<file path="src/rtl/lfsr_box_picker.sv">
// -----------------------------------------------------------------------------
// lfsr_box_picker
//
// Random box selector for the ByteBasher game logic. A WIDTH-bit maximal-length
// Fibonacci LFSR supplies candidates to a rejection-sampling draw engine. Each
// draw returns a uniformly distributed box index in 0..NUM_BOXES-1 through a
// req/valid handshake. With NO_REPEAT=1 the delivered box never equals the one
// delivered just before it. If MAX_TRIES candidates in a row are rejected, the
// engine falls back to a deterministic choice and flags it. The LFSR can be
// reseeded from a free-running entropy counter.
//
// Parameters:
//   WIDTH      LFSR / entropy counter width, 3..16, and at least BOX_W+1
//   NUM_BOXES  number of selectable boxes, 2..16
//   NO_REPEAT  1: a delivered box must differ from the previous delivered box
//   MAX_TRIES  rejected candidates allowed before the fallback path, >= 1
//   BOX_W      width of the box index, clog2(NUM_BOXES)
//
// Ports:
//   clk       in   system clock, rising edge
//   reset     in   synchronous active-high reset
//   enable    in   LFSR step enable (also gates candidate evaluation)
//   reseed    in   single-cycle reseed command; aborts a draw in progress
//   req       in   draw request, sampled only while idle
//   busy      out  high while a draw is in progress
//   valid     out  one-cycle pulse marking a new result on box/fallback
//   box       out  drawn index, held until the next valid
//   fallback  out  result came from the fallback path, held with box
// -----------------------------------------------------------------------------
module lfsr_box_picker #(
    parameter int  WIDTH     = 8,
    parameter int  NUM_BOXES = 4,
    parameter int  NO_REPEAT = 1,
    parameter int  MAX_TRIES = 16,
    localparam int BOX_W     = $clog2(NUM_BOXES)
) (
    input  logic             clk,
    input  logic             reset,
    input  logic             enable,
    input  logic             reseed,
    input  logic             req,
    output logic             busy,
    output logic             valid,
    output logic [BOX_W-1:0] box,
    output logic             fallback
);

    // Feedback tap masks: tap n selects lfsr[n-1]. Each entry gives a
    // maximal-length sequence for its width.
    function automatic logic [WIDTH-1:0] tap_mask(input int w);
        logic [15:0] m;
        case (w)
            3:       m = 16'h0006;  // 3,2
            4:       m = 16'h000C;  // 4,3
            5:       m = 16'h0014;  // 5,3
            6:       m = 16'h0030;  // 6,5
            7:       m = 16'h0060;  // 7,6
            8:       m = 16'h00B8;  // 8,6,5,4
            9:       m = 16'h0110;  // 9,5
            10:      m = 16'h0240;  // 10,7
            11:      m = 16'h0500;  // 11,9
            12:      m = 16'h0E08;  // 12,11,10,4
            13:      m = 16'h1C80;  // 13,12,11,8
            14:      m = 16'h3802;  // 14,13,12,2
            15:      m = 16'h6000;  // 15,14
            16:      m = 16'hD008;  // 16,15,13,4
            default: m = 16'h0000;
        endcase
        return WIDTH'(m);
    endfunction

    localparam logic [WIDTH-1:0] TAP_MASK = tap_mask(WIDTH);

    // Tries counter must hold values up to MAX_TRIES-1.
    localparam int               TRY_W       = $clog2(MAX_TRIES + 1);
    localparam logic [TRY_W-1:0] LAST_TRY    = TRY_W'(MAX_TRIES - 1);
    localparam logic [BOX_W:0]   NUM_BOXES_W = (BOX_W + 1)'(NUM_BOXES);
    localparam logic [BOX_W-1:0] LAST_BOX    = BOX_W'(NUM_BOXES - 1);

    typedef enum logic {
        ST_IDLE = 1'b0,
        ST_DRAW = 1'b1
    } state_t;

    // -------------------------------------------------------------------------
    // State
    // -------------------------------------------------------------------------
    logic [WIDTH-1:0] lfsr_reg, lfsr_next;
    logic [WIDTH-1:0] cnt_reg;
    state_t           state_reg, state_next;
    logic [TRY_W-1:0] tries_reg, tries_next;
    logic [BOX_W-1:0] box_reg, box_next;
    logic             valid_reg, valid_next;
    logic             fallback_reg, fallback_next;
    logic             delivered_reg, delivered_next;

    // -------------------------------------------------------------------------
    // LFSR feedback
    // -------------------------------------------------------------------------
    logic [WIDTH-1:0] tap_terms;
    logic             fb;

    genvar gi;
    generate
        for (gi = 0; gi < WIDTH; gi++) begin : g_tap
            assign tap_terms[gi] = lfsr_reg[gi] & TAP_MASK[gi];
        end
    endgenerate

    assign fb = ^tap_terms;

    // Reseed has priority over stepping. A zero counter would lock the LFSR,
    // so it is replaced by 1.
    always_comb begin
        lfsr_next = lfsr_reg;
        if (reseed) begin
            lfsr_next = (cnt_reg == '0) ? WIDTH'(1) : cnt_reg;
        end else if (enable) begin
            lfsr_next = {lfsr_reg[WIDTH-2:0], fb};
        end
    end

    // -------------------------------------------------------------------------
    // Candidate evaluation
    // -------------------------------------------------------------------------
    logic [BOX_W-1:0] candidate;
    logic             in_range;
    logic             not_repeat;
    logic             accept;
    logic [BOX_W-1:0] fallback_box;

    assign candidate = lfsr_reg[BOX_W-1:0];

    // Widened compare so NUM_BOXES = 2**BOX_W is representable.
    assign in_range = ({1'b0, candidate} < NUM_BOXES_W);

    // Before the first delivery there is no previous box to avoid.
    assign not_repeat = (NO_REPEAT == 0) || !delivered_reg || (candidate != box_reg);

    assign accept = in_range && not_repeat;

    // Fallback walks to the next box (which always differs from the previous
    // one, so no-repeat still holds), or starts at 0 if nothing was delivered.
    always_comb begin
        fallback_box = '0;
        if (delivered_reg && (box_reg != LAST_BOX)) begin
            fallback_box = box_reg + BOX_W'(1);
        end
    end

    // -------------------------------------------------------------------------
    // Draw FSM: next state and result registers
    // -------------------------------------------------------------------------
    always_comb begin
        state_next     = state_reg;
        tries_next     = tries_reg;
        box_next       = box_reg;
        valid_next     = 1'b0;
        fallback_next  = fallback_reg;
        delivered_next = delivered_reg;

        case (state_reg)
            ST_IDLE: begin
                // A simultaneous reseed wins and the request is dropped.
                if (req && !reseed) begin
                    state_next = ST_DRAW;
                    tries_next = '0;
                end
            end

            ST_DRAW: begin
                if (reseed) begin
                    // Abort: no result, box left as it was.
                    state_next = ST_IDLE;
                end else if (enable) begin
                    if (accept) begin
                        box_next       = candidate;
                        valid_next     = 1'b1;
                        fallback_next  = 1'b0;
                        delivered_next = 1'b1;
                        state_next     = ST_IDLE;
                    end else if (tries_reg == LAST_TRY) begin
                        box_next       = fallback_box;
                        valid_next     = 1'b1;
                        fallback_next  = 1'b1;
                        delivered_next = 1'b1;
                        state_next     = ST_IDLE;
                    end else begin
                        tries_next = tries_reg + TRY_W'(1);
                    end
                end
                // enable=0: stall with everything frozen.
            end

            default: begin
                state_next = ST_IDLE;
            end
        endcase
    end

    // -------------------------------------------------------------------------
    // Registers
    // -------------------------------------------------------------------------
    always_ff @(posedge clk) begin
        if (reset) begin
            lfsr_reg      <= WIDTH'(1);
            cnt_reg       <= '0;
            state_reg     <= ST_IDLE;
            tries_reg     <= '0;
            box_reg       <= '0;
            valid_reg     <= 1'b0;
            fallback_reg  <= 1'b0;
            delivered_reg <= 1'b0;
        end else begin
            lfsr_reg      <= lfsr_next;
            cnt_reg       <= cnt_reg + WIDTH'(1);
            state_reg     <= state_next;
            tries_reg     <= tries_next;
            box_reg       <= box_next;
            valid_reg     <= valid_next;
            fallback_reg  <= fallback_next;
            delivered_reg <= delivered_next;
        end
    end

    // -------------------------------------------------------------------------
    // Outputs
    // -------------------------------------------------------------------------
    assign busy     = (state_reg == ST_DRAW);
    assign valid    = valid_reg;
    assign box      = box_reg;
    assign fallback = fallback_reg;

endmodule

</file>
<file path="config.mk">
export PLATFORM = sky130hd
export DESIGN_NAME = lfsr_box_picker
export DESIGN_NICKNAME = d
export VERILOG_FILES = /design/src/rtl/lfsr_box_picker.sv
export SDC_FILE = /design/constraint.sdc
export NUM_CORES = 1
export LEC_CHECK = 0
export ABC_AREA = 1
export CAP_MARGIN = 20
export CORE_MARGIN = 5
export CORE_UTILIZATION = 55
export CTS_BUF_LIST = sky130_fd_sc_hd__clkbuf_8
export CTS_CLUSTER_DIAMETER = 200
export DETAILED_ROUTE_END_ITERATION = 8
export PLACE_DENSITY = 0.75
export SYNTH_ARGS = -nofsm -noshare
export SYNTH_HDL_FRONTEND = slang
export SYNTH_SLANG_ARGS = --single-unit
export TNS_END_PERCENT = 5
</file>
<file path="constraint.sdc">
create_clock -name clk -period 3 [get_ports clk]
set_input_delay 0.6 -clock clk [delete_from_list [all_inputs] [get_ports clk]]
set_output_delay 0.6 -clock clk [all_outputs]
set_load 0.02 [all_outputs]
</file>
==> results.cfg, run 1 <==
[grt]
grt_overflow = 0
grt_max_degree = 17
grt_pass1_vias = 1208
grt_pass1_wl_mm = 5.106
grtUsageTotal_pct = 18.07
grt_antenna_before_repair = 0

[worst_setup_path]
cp_slowest_cell = clkdlybuf4s50_1
path_cells = clkdlybuf4s50_1
cp_num_buf_inv = 1
required_ns = 2.40
arrival_ns = 1.36
critical_path_class = flip-flop to output port
end_kind = output port
critPathMaxStageDelay_ns = 0.64
crit_path_start_kind = flip-flop
path_max_fanout = 6
path_delay_family = buffers and inverters

[die]
core-area_sq_mm = 0.002477
rows = 18
ios = 10
die_area_sq_mm = 0.003717
start_util_pct = 57.68
die_h_um = 60.97
die-width_um = 60.97

[final_layout]
fillCellCount = 219
nets = 218
regArea_sq_um = 540.5
drive_gt1_share_pct = 10.63
final_common_cell = nand2_1
diodes = 0
multi_input_area_sq_um = 748.2
final_cell_count_no_fill = 237
mostFrequentLayoutCells = 36 x nand2_1, 27 x dfxtp_1, 26 x nor2_1
syn_to_final_growth_pct = 11.03

[synth]
synthMuxAreaShare_pct = 0
synth_simple_gate_area_share_pct = 33.36
synthCells = 197
yosys_warnings = 0
synth_top_family_by_area = simple AND/OR/NAND/NOR gates
netlist_area_sq_mm = 0.001429
synth_xor_area_share_pct = 1.226
synthArstFlopShare_pct = 0
syn-mean-instance-area_sq_um = 7.253
synth-edff-count = 0
synthAdderAreaFrac_pct = 4.378
ys_seq_area_share_pct = 37.83
syn-num-nets = 207
synth-main-ff-cell = dfxtp_1
ys_ff_latch = 27
synth_top_area_cell = dfxtp_1
yosysTopAreaCellShare_pct = 37.83
ys_top_cells_by_area = dfxtp_1 38%, nand2_1 9.5%, nor2_1 6.8%
synth_compound_area_share_pct = 13.40
synth.distinct_cells = 32

[power_and_ir_drop]
power.density_mw_per_mm2 = 443.8
netSwitchingPower_uw = 195.1
p_clk_share_pct = 30.4
p_sw_share_pct = 27.70
p_comb_share_pct = 14.0
intPower_uw = 509.1
leakage_uw = 0.0006655
peakVddDrop_v = 0.0002420
power_frac_seq_pct = 55.6

[detailed_routing]
ant_nets = 0
drtPass1Iterations = 4
via_per_inst = 5.414
drt_iter0_drc = 83
drc = 0
wl_mm = 2.846
via_count = 1283
wl_per_cell_um = 12.01

[timing]
fmax_mhz = 510.0
timing.final.crit_share_pct = 65.37
tightest_slew_ns = 0.5097
clock-skew-final_ns = 0.002702
drv_slew = 0
post-route-min-period_ns = 1.961
setup_viol = 0
slew_headroom_pct = 65.98
grt_setup_unrepaired = false
hold_viol = 0
tns_ns = 0

[cts]
cts_resized = 0
clock_latency_ns = 0.27
cts_setup_buffers = 0
cts_buffer_depth = 2
cts_buffers = 3
cts_tree = done
htree_levels = 1
clk_pin_slew_worst_paths_ns = 0.10
postCtsHoldBufs = 0
clock-sinks = 27
cts_root_buffer = clkbuf_8

[run_status]
status = finished, final reports clean

[hold_path]
hold_class = flip-flop to flip-flop

[place]
dp_hpwl_mm = 2.160
dp_cells = 233
port_buffers = 9
place_congestion = 0.8904

[flow_run]
drv_cap = 0
## power groups by stage
stage / Combinational [uW] / Sequential (uW) / Clock [uW]
floorplan: 71.2 / 398 / 0
global placement: 94.8 / 399 / 0
detailed placement: 97.8 / 400 / 0
CTS: 98.7 / 392 / 222
global route: 113 / 394 / 233
finish: 98.4 / 392 / 214
## Yosys cell counts, drive strengths merged (2+ instances only)
| cell | instances |
|---|---|
| nand3 | 15 |
| a31oi | 2 |
| a21oi | 13 |
| nor2 | 28 |
| nand4 | 3 |
| dfxtp | 27 |
| o21ai | 5 |
| nor3 | 8 |
| o221ai | 5 |
| xnor2 | 2 |
| nand2 | 40 |
| or2 | 2 |
| clkbuf | 3 |
| inv | 29 |
| ha | 5 |
| o21bai | 2 |
## metal layers
| metal | up-vias | track usage, % | routed length, um |
|---|---|---|---|
| li1 | 665 | - | - |
| met1 | 589 | 24.71 | 1323 |
| met2 | 25 | 29.47 | 1365 |
| met3 | 4 | 2.553 | 123 |
| met4 | 0 | 5.573 | 34 |
| met5 | - | 0 | 0 |
## path summary, 6_finish.rpt
path,start,cells past startpoint,to,slack [ns]
max,busy$_SDFF_PP0_,1,busy,1.04
min,lfsr_reg[6]$_SDFFE_PP0P_,2,lfsr_reg[7]$_SDFFE_PP0P_,0.50
max reg2reg,tries_reg[0]$_SDFFE_PP0P_,11,tries_reg[1]$_SDFFE_PP0P_,1.44
min reg2reg,lfsr_reg[6]$_SDFFE_PP0P_,2,lfsr_reg[7]$_SDFFE_PP0P_,0.50
## final cells by class
| class | instances | area share, % |
|---|---|---|
| Multi-Input combinational cell | 136 | 47.16 |
| Clock inverter | 1 | 0.4732 |
| Sequential cell | 27 | 34.07 |
| Clock buffer | 3 | 2.603 |
| Timing Repair Buffer | 10 | 6.151 |
| Inverter | 30 | 7.177 |
| Tap cell | 30 | 2.366 |
## per-stage QoR
| stage | cell area, sq um | setup WS [ns] | hold WS, ns | total power (uW) | util, % |
|---|---|---|---|---|---|
| 2_1_floorplan | 1429 | 1.599 | 0.4297 | 469.2 | - |
| 3_5_place_dp | 1538 | 0.8733 | 0.4818 | 497.9 | 62.07 |
| 3_3_place_gp | 1538 | 0.9058 | 0.4567 | 493.8 | 62.07 |
| 4_1_cts | 1587 | 1.032 | 0.5000 | 712.8 | 64.04 |
| 6_report | 1587 | 1.039 | 0.4999 | 704.1 | 64.04 |
| 5_1_grt | 1587 | 0.9725 | 0.5367 | 740.6 | 64.04 |
## cells by family (layout without fill, tap and decap cells)
| logic type | count (synthesis) | after routing |
|---|---|---|
| compound gates | 31 | 31 |
| flops | 27 | 27 |
| fa+ha+maj | 5 | 5 |
| simple gates | 98 | 98 |
| xor+xnor | 2 | 2 |
| buf+inv | 34 | 44 |
Note: power is estimated with default switching activity, not from simulation.
==> run 2: changes to the inputs <==
--- a/config.mk
+++ b/config.mk
@@ -8,11 +8,11 @@
 export ABC_AREA = 1
 export CAP_MARGIN = 20
 export CORE_MARGIN = 5
-export CORE_UTILIZATION = 55
+export CORE_UTILIZATION = 54
 export CTS_BUF_LIST = sky130_fd_sc_hd__clkbuf_8
 export CTS_CLUSTER_DIAMETER = 200
 export DETAILED_ROUTE_END_ITERATION = 8
-export PLACE_DENSITY = 0.75
+export PLACE_DENSITY = 0.77
 export SYNTH_ARGS = -nofsm -noshare
 export SYNTH_HDL_FRONTEND = slang
 export SYNTH_SLANG_ARGS = --single-unit
==> constraint.sdc (replaced) <==
create_clock -name clk -period 1.6 [get_ports clk]
set_input_delay 0.32 -clock clk [delete_from_list [all_inputs] [get_ports clk]]
set_output_delay 0.32 -clock clk [all_outputs]
set_load 0.02 [all_outputs]
==> run 2 against run 1 <==
Clock skew is 0.0015 ns higher. Sequential share of layout area is 1.3 points lower. Critical endpoint unchanged. Register-to-register slack worse by 1.3 ns. Clock power is 90% higher. Die area is 1.5% higher. Critical path type unchanged. Non-clock buffer count is 7 higher. Power is 91% higher. Flip-flop and latch count stayed put. Design area is 4.6% higher.
==> results.cfg, run 2 (synthesis gave the netlist of run 1 again) <==
[final_layout]
diodes = 0
mostFrequentLayoutCells = 36 x nand2_1, 25 x nor2_1, 25 x dfxtp_1
final_area_sq_mm = 0.001659
drive_gt1_share_pct = 15.42
fin_util_pct = 66.37
final_common_cell = nand2_1
nets = 225
syn_to_final_growth_pct = 16.11
final_cell_count_no_fill = 244

[worst_setup_path]
path_cells = clkdlybuf4s50_1
r2r_start = tries_reg[0]$_SDFFE_PP0P_
crit_path_start_kind = flip-flop
worst-path-stages = 1
required_ns = 1.28
path_delay_family = buffers and inverters
path_max_fanout = 2
critical_path_class = flip-flop to output port
critPathMaxStageDelay_ns = 0.60
ff2ff_path_depth = 10
regToRegEndpoint = tries_reg[4]$_SDFFE_PP0P_
worstSetupEndpoint = busy
cp-startpoint = busy$_SDFF_PP0_
reg2reg_slack_ns = 0.11
cp_slowest_cell = clkdlybuf4s50_1
arrival_ns = 1.22
cp_num_buf_inv = 1
end_kind = output port

[die]
die-width_um = 61.44
start_util_pct = 57.16
ios = 10
die_area_sq_mm = 0.003775
die_h_um = 61.44
core-area_sq_mm = 0.002500
rows = 18

[hold_path]
hold_class = flip-flop to flip-flop

[detailed_routing]
wl_mm = 3.069
via_count = 1333
ant_nets = 0
drt_iter0_drc = 57
drtPass1Iterations = 4
via_per_inst = 5.463
drc = 0
wl_per_cell_um = 12.58

[cts]
cts_buffers = 3
htree_levels = 1
clk_pin_slew_worst_paths_ns = 0.10
postCtsHoldBufs = 0
cts_buffer_depth = 2
clock_latency_ns = 0.28
cts_root_buffer = clkbuf_8
cts_tree = done
clock-sinks = 27

[power_and_ir_drop]
peakVddDrop_v = 0.0006023
power.density_mw_per_mm2 = 809.8
power_uw = 1344
leakage_uw = 0.0007293

[run_status]
status = finished, final reports clean

[place]
place_congestion = 0.8786
port_buffers = 9
post_dp_cell_area_sq_mm = 0.001588
dp_cells = 238
dp_hpwl_mm = 2.267

[timing]
tns_ns = 0
post-route-min-period_ns = 1.541
slew_headroom_pct = 78.65
fmax_mhz = 649.1
hold_viol = 0
drv_slew = 0
clock-skew-final_ns = 0.004176
tightest_slew_ns = 0.3199
setup_viol = 0
timing.final.crit_share_pct = 96.29

[flow_run]
drv_cap = 0

[grt]
grt_overflow = 0
grt_max_degree = 17
grt_antenna_before_repair = 0
grtUsageTotal_pct = 18.73
grt_pass1_vias = 1255
grt_pass1_wl_mm = 5.375
[run 2: cell types whose count changed in the layout (fill, tap and decap cells not counted), sizes merged]
| cell | delta |
|---|---|
| buf | +7 |
| dlymetal6s2s | +1 |
| clkdlybuf4s50 | -3 |
| dlygate4sd2 | +2 |
[run 2: where the power goes]
part | switching [uW] | internal (uW)
logic | 119 | 85.5
registers | 28.0 | 705
clock network | 229 | 177
[run 2: final cells by class]
type,instances,area [sq um]
inverters,30,113.9
clock buffers,3,41.29
flip-flops and latches,27,543.0
repair buffers,17,162.7
fillers,215,840.8
clock inverters,1,7.507
multi-input cells,136,753.2
well taps,30,37.54
[run 2: through the flow]
stage	setup WS, ns	hold slack, ns
6_report	0.05943	0.4780
5_1_grt	-0.005929	0.5120
4_1_cts	0.04414	0.4790
3_5_place_dp	-0.01145	0.4554
3_3_place_gp	0.04210	0.4492
2_1_floorplan	0.1994	0.4297
[run 2: worst min path at each step]
| stage | from | endpoint | slack [ns] | cells past startpoint |
|---|---|---|---|---|
| final | cnt_reg[0]$_SDFF_PP0_ | cnt_reg[0]$_SDFF_PP0_ | 0.48 | 1 |
| after global routing | cnt_reg[0]$_SDFF_PP0_ | cnt_reg[0]$_SDFF_PP0_ | 0.51 | 1 |
| after global placement | lfsr_reg[6]$_SDFFE_PP0P_ | lfsr_reg[6]$_SDFFE_PP0P_ | 0.45 | 2 |
| after CTS | cnt_reg[0]$_SDFF_PP0_ | cnt_reg[0]$_SDFF_PP0_ | 0.48 | 1 |
| after floorplan | cnt_reg[0]$_SDFF_PP0_ | cnt_reg[0]$_SDFF_PP0_ | 0.43 | 1 |
| after detailed placement | cnt_reg[0]$_SDFF_PP0_ | cnt_reg[0]$_SDFF_PP0_ | 0.46 | 1 |
[run 2: routing by layer]
layer  track usage, %  vias up  routed length, um
met5                0        -                  0
met4            5.152        0                 28
met3            3.983        3                141
met2            30.06       31               1405
met1            25.48      618               1493
li1                 -      681                  -
[run 2: repair_timing]
item,in CTS,in global routing
pin swaps,0,2
buffers inserted,0,2
endpoints found under the setup margin,2,8
gates resized for setup,2,5
cloned,0,0
